`config.mk`:
```
export PLATFORM = sky130hd
export DESIGN_NAME = tmr_seg7_unit
export DESIGN_NICKNAME = d
export VERILOG_FILES = /design/src/rtl/tmr_seg7_unit_pkg.sv /design/src/rtl/tmr_seg7_unit_hex7_dec.sv /design/src/rtl/tmr_seg7_unit.sv
export SDC_FILE = /design/constraint.sdc
export NUM_CORES = 1
export LEC_CHECK = 0
export CAP_MARGIN = 10
export CORE_MARGIN = 5
export CORE_UTILIZATION = 35
export CTS_BUF_LIST = sky130_fd_sc_hd__clkbuf_16
export DETAILED_ROUTE_END_ITERATION = 12
export SYNTH_ARGS = -nofsm -noshare
export SYNTH_HDL_FRONTEND = slang
export SYNTH_HIERARCHICAL = 1
export SYNTH_SLANG_ARGS = --single-unit
```
`constraint.sdc`:
```
create_clock -name clk -period 3.5 [get_ports clk]
set_clock_uncertainty 0.05 [all_clocks]
set_input_delay 0.7 -clock clk [delete_from_list [all_inputs] [get_ports clk]]
set_output_delay 0.7 -clock clk [all_outputs]
set_load 0.005 [all_outputs]
```
`src/rtl/tmr_seg7_unit_pkg.sv`:
```
`default_nettype none
// ============================================================================
// Module      : tmr_seg7_unit_pkg
// Description : Shared constants for the timer / 7-segment helper block:
//               default counter width and the hex-to-segment code table.
// Revision    : 1.0  initial release
// ============================================================================
package tmr_seg7_unit_pkg;

    // Default timer width; the timer load value has the same width.
    localparam int DEF_CNT_W = 32;

    // Width of one 7-segment digit (bit0 = a ... bit6 = g).
    localparam int SEG_W = 7;

    // Active-low segment codes for hex digits 0..F (g..a order).
    // Letters render as A, b, C, d, E, F.
    localparam logic [SEG_W-1:0] c_HEX_SEG_AL [16] = '{
        7'h40, 7'h79, 7'h24, 7'h30,
        7'h19, 7'h12, 7'h02, 7'h78,
        7'h00, 7'h10, 7'h08, 7'h03,
        7'h46, 7'h21, 7'h06, 7'h0E
    };

    // Look up the active-low segment pattern for one nibble.
    function automatic logic [SEG_W-1:0] hex_to_seg_al(input logic [3:0] nib);
        return c_HEX_SEG_AL[nib];
    endfunction

endpackage : tmr_seg7_unit_pkg
`default_nettype wire

```
`src/rtl/tmr_seg7_unit_hex7_dec.sv`:
```
`default_nettype none
// ============================================================================
// Module      : hex7_dec
// Description : Combinational hex nibble to 7-segment decoder. Output
//               polarity selected by SEG_ACTIVE_LOW (1 = 0 lights a segment).
// Revision    : 1.0  initial release
// ============================================================================
module hex7_dec
    import tmr_seg7_unit_pkg::*;
#(
    parameter bit SEG_ACTIVE_LOW = 1'b1
) (
    input  logic [3:0]       nib,
    output logic [SEG_W-1:0] seg
);

    logic [SEG_W-1:0] w_seg_al;

    // Table lookup gives the active-low pattern directly.
    always_comb begin
        w_seg_al = hex_to_seg_al(nib);
    end

    generate
        if (SEG_ACTIVE_LOW) begin : g_active_low
            assign seg = w_seg_al;
        end else begin : g_active_high
            assign seg = ~w_seg_al;
        end
    endgenerate

endmodule : hex7_dec
`default_nettype wire

```
`src/rtl/tmr_seg7_unit.sv`:
```
`default_nettype none
// ============================================================================
// Module      : tmr_seg7_unit
// Description : Peripheral helper for the MIPS device controller.
//               - Programmable down-counting timer with a registered
//                 one-cycle expiry pulse (tmr_req).
//               - 8-bit display latch driving two hex 7-segment digits.
//               Build option: TMR_AUTO_RELOAD_EN - when defined the counter
//               reloads from the reload register at expiry (periodic mode);
//               otherwise the timer is one-shot and parks at zero.
// Revision    : 1.0  initial release
// ============================================================================
module tmr_seg7_unit
    import tmr_seg7_unit_pkg::*;
#(
    parameter int CNT_W          = DEF_CNT_W,
    parameter bit SEG_ACTIVE_LOW = 1'b1
) (
    input  logic             clk,
    input  logic             rst,        // asynchronous, active-low
    input  logic [CNT_W-1:0] din,
    input  logic             ld,
    input  logic             clr,
    input  logic             tmr_en,
    output logic             tmr_req,
    output logic [CNT_W-1:0] cntr_o,
    input  logic             seg_wr,
    input  logic [7:0]       seg_din,
    output logic [SEG_W-1:0] seg7led1,
    output logic [SEG_W-1:0] seg7led2
);

    localparam logic [CNT_W-1:0] c_ZERO = '0;
    localparam logic [CNT_W-1:0] c_ONE  = CNT_W'(1);

    // ------------------------------------------------------------------
    // Timer state
    // ------------------------------------------------------------------
    logic [CNT_W-1:0] r_cntr;
    logic [CNT_W-1:0] r_reload;
    logic             r_req;

    logic             w_cnt_active;   // enabled count step this cycle
    logic             w_at_one;       // counter about to reach zero
    logic             w_expire;       // expiry event, registered into tmr_req
    logic [CNT_W-1:0] w_expire_val;   // counter value taken at expiry
    logic [CNT_W-1:0] w_cntr_nxt;

    assign w_at_one     = (r_cntr == c_ONE);
    // clr and ld both override the count step, so neither may count.
    assign w_cnt_active = tmr_en && !clr && !ld && (r_cntr != c_ZERO);
    assign w_expire     = w_cnt_active && w_at_one;

`ifdef TMR_AUTO_RELOAD_EN
    // Periodic mode: restart from the last loaded value at expiry.
    assign w_expire_val = r_reload;
`else
    // One-shot mode: park at zero until software loads a new value.
    assign w_expire_val = c_ZERO;
`endif

    // Next counter value: clr > ld > count > hold.
    always_comb begin
        w_cntr_nxt = r_cntr;
        if (clr) begin
            w_cntr_nxt = c_ZERO;
        end else if (ld) begin
            w_cntr_nxt = din;
        end else if (w_cnt_active) begin
            if (w_at_one) begin
                w_cntr_nxt = w_expire_val;
            end else begin
                w_cntr_nxt = r_cntr - c_ONE;
            end
        end
    end

    // Counter register.
    always_ff @(posedge clk or negedge rst) begin
        if (!rst) begin
            r_cntr <= c_ZERO;
        end else begin
            r_cntr <= w_cntr_nxt;
        end
    end

    // Reload register: written only by a load that is not overridden by clr.
    always_ff @(posedge clk or negedge rst) begin
        if (!rst) begin
            r_reload <= c_ZERO;
        end else if (ld && !clr) begin
            r_reload <= din;
        end
    end

    // Expiry pulse: high for exactly the cycle after the 1 -> 0/reload step.
    always_ff @(posedge clk or negedge rst) begin
        if (!rst) begin
            r_req <= 1'b0;
        end else begin
            r_req <= w_expire;
        end
    end

    assign tmr_req = r_req;
    assign cntr_o  = r_cntr;

    // ------------------------------------------------------------------
    // Display latch and digit decode
    // ------------------------------------------------------------------
    logic [7:0] r_disp;

    // Display register captures the byte written by the CPU store path.
    always_ff @(posedge clk or negedge rst) begin
        if (!rst) begin
            r_disp <= 8'h00;
        end else if (seg_wr) begin
            r_disp <= seg_din;
        end
    end

    hex7_dec #(
        .SEG_ACTIVE_LOW (SEG_ACTIVE_LOW)
    ) u_dec_lo (
        .nib (r_disp[3:0]),
        .seg (seg7led1)
    );

    hex7_dec #(
        .SEG_ACTIVE_LOW (SEG_ACTIVE_LOW)
    ) u_dec_hi (
        .nib (r_disp[7:4]),
        .seg (seg7led2)
    );

endmodule : tmr_seg7_unit
`default_nettype wire

```
==> impl_results.md <==
- Comb pwr share: 0.346
- Vias: 3381
- Critical path class: reg -> out
- Core footprint: 0.009196 mm2
- Cell taking the most area after synthesis: dfrtp_1
- Synth Area in Adders: 0.06466
- Wirelength, routed: 10.94 mm
- Rows: 35
- Slowest stage delay, CP: 0.52 ns
- Slew headroom: 0.3623
- Die Area: 0.01144 mm2
- Chip width: 106.9 um
- PD cells: 380.8 mW/mm2
- Tcrit/Tclk final: 0.8557
- Overflow after GRT: 0
- Sequential share of the synthesized area: 0.3119
- Critical Path Fanout Max: 6
- Htree depth: 2
- Most frequent cells in the layout: 91 x clkdlybuf4s50_1, 41 x dfrtp_1, 23 x inv_1, 23 x nor2_1, 19 x a22oi_1
- Fillers: 874
- Synth async-reset ratio: 1.000
- Clk sinks: 41
- HP Class: reg -> reg
- Ports: 93
- Share of power burned in registers: 0.347
- Critical path data required time: 2.75 ns
- Synth cell types: 63
- MaxCap Viol Count: 0
- Net Switching: 554.5 uW
- Total CTS buffers: 5
- Synthesized cell area: 0.003289 mm2
- Yosys reg bits: 41
- CP Launch Type: flip-flop
- Top cell type's share of synthesized area: 0.3119
- Syn Nets: 418
- Detailed Routing Iterations Pass 1: 4
- Initial antenna violation count: 0
- Area Overhead vs Synth: 35.18%
- Clock network power share: 0.307
- Synth warn: 6
- Main combinational cell family by area after synthesis: compound AO/OA/AOI/OAI gates
- Initial core utilization: 0.3577
- Final hold violations: 0
- Total GRT Usage: 0.1868
- CP arrival: 2.24 ns
- Vias in the first global route: 3315
- Commonest non-fill, non-tap cell in the layout: clkdlybuf4s50_1
- Slowest-stage cell, CP: clkdlybuf4s50_1
- Clk slew on worst S/H paths: 0.06 ns
- Period minus WS final: 2.995 ns
- RSZ-0062 raised after global routing: false
- Sw frac: 0.3274
- Multiplexer area fraction after synthesis: 0.07417
- Final-report max-slew violation count: 0
- Post-synth EDFFs: 0
- Root Buffer: clkbuf_16
- CTS tree: built
- P_int: 1.139 mW
- # hold bufs at CTS: 0
- I/O Buffers: 92
- Worst setup EP type: output pin
- Dominant cells by area after synthesis: dfrtp_1 31%, ha_1 6.5%, a22oi_1 4.3%, mux2_2 3.1%, mux2i_1 2.7%
- First-pass GRT wire length: 17.24 mm
- Main synth FF type: dfrtp_1
- Status: finished clean
- Post-route antenna net violation count: 0
- Cells after Synth: 355
- Post-CTS Setup Inserts: 0
- Clk_lat worst skew: 0.29 ns
- Worst Tran Pin Value: 0.9566 ns
- GP Congestion: 0.8756
- XOR/XNOR Fraction of Synth Area: 0.005325
- TNS Setup: 0 ns
- Ratio of cells with drive above 1 in the final layout: 0.1041
- Peak VDD IR: 0.2520 mV
- Core Util, Final: 0.4835
- Syn_area_per_cell: 9.266 um2
- Crit-path cells: inv_1 > ha_1 > and2b_2 > or3b_1 > o21ai_0 > clkdlybuf4s50_1
- Final Setup Violations: 0
- Diode count: 0
- Max Root-Sink Buffers: 2
- Post-DP HPWL: 7.931 mm
- Simple-Gate Fraction of Synth Area: 0.2214
- Final #Nets: 504
- Post_cts resized: 0
- Post-synthesis compound-gate area fraction: 0.2484
- Via-to-Cell Ratio: 6.114
- DIE HEIGHT: 106.9 um
- Maximum clock rate: 333.9 MHz
- DR DRC count: 0
- WL per Instance: 19.78 um
- Leakage: 1.796 nW
- Largest net degree at the start of global routing: 42
- Iteration-0 DRC Markers: 211
worst max-delay path, delay by kind of cell (launching register included):
family | cells | cell delay, ns
compound gates | 1 | 0.07
simple gates | 2 | 0.59
fa+ha+maj | 1 | 0.20
buf+inv | 2 | 0.68
flops | 1 | 0.43
sequential cells by signal, indices dropped and copies added (netlist names):
register	count
cntr_o	32
r_disp	8
tmr_req	1
area by class of cell:
class                   instances  area (um2)  area share
clock buffers                   5       125.1     0.02814
clock inverters                 3       37.54    0.008441
inverters                      23       86.33     0.01941
multi-input cells             265        2019      0.4541
flip-flops and latches         41        1026      0.2307
well taps                     111       138.9     0.03123
repair buffers                105        1013      0.2279
cell usage after synthesis (8+ instances only):
library cell,n
o21ai_0,10
dfrtp_1,41
ha_1,17
nand3_1,12
a22oi_1,19
inv_1,22
clkbuf_1,13
o22ai_1,13
mux2i_1,9
nor2_1,23
o32ai_1,8
nor4_1,12
nand2_1,18
mux2_2,9
nor3_1,13
cells by family after synthesis:
kind of cell,after synthesis
xor+xnor,2
compound gates,105
flops,41
buf+inv,49
simple gates,121
mux,20
fa+ha+maj,17
power groups by stage:
stage,logic (mW),clock network (mW),registers (mW)
2_1_floorplan,0.338,0,0.571
3_3_place_gp,0.577,0,0.594
3_5_place_dp,0.580,0,0.595
4_1_cts,0.584,0.523,0.587
5_1_grt,0.635,0.546,0.597
6_report,0.586,0.519,0.588
metal layers:
layer  vias up  track usage  share of wire
met1      1634       0.2520           0.45
met2       164       0.2968           0.47
li1       1567            -              -
met3        16      0.03492          0.063
met4         0      0.07123          0.018
met5         -            0              0
path summary, 6_finish.rpt:
kind                             from           to  slack (ns)  cells after the start
setup / recovery            r_disp[1]  seg7led1[0]        0.51                      6
hold / removal             cntr_o[21]   cntr_o[21]        0.50                      1
setup reg to reg           cntr_o[24]   cntr_o[23]        0.77                      6
hold reg to reg            cntr_o[21]   cntr_o[21]        0.50                      1
max in group asynchronous         rst    r_disp[6]        2.29                      1
min in group asynchronous         rst   cntr_o[17]        0.51                      1
metrics by stage:
stage | std cells | instance area, um2 | total power [mW] | hold WS (ns) | worst slack, ns
detailed placement | 545 | 4284 | 1.175 | 0.4806 | 0.7623
CTS | 553 | 4447 | 1.694 | 0.4941 | 0.4980
global route | 553 | 4447 | 1.778 | 0.5223 | 0.4073
finish | 553 | 4447 | 1.693 | 0.4964 | 0.5052
floorplan | 355 | 3289 | 0.9089 | 0.3544 | 1.344
global placement | 545 | 4284 | 1.170 | 0.4837 | 0.8097
No activity file was read; power rests on OpenSTA's default activity.
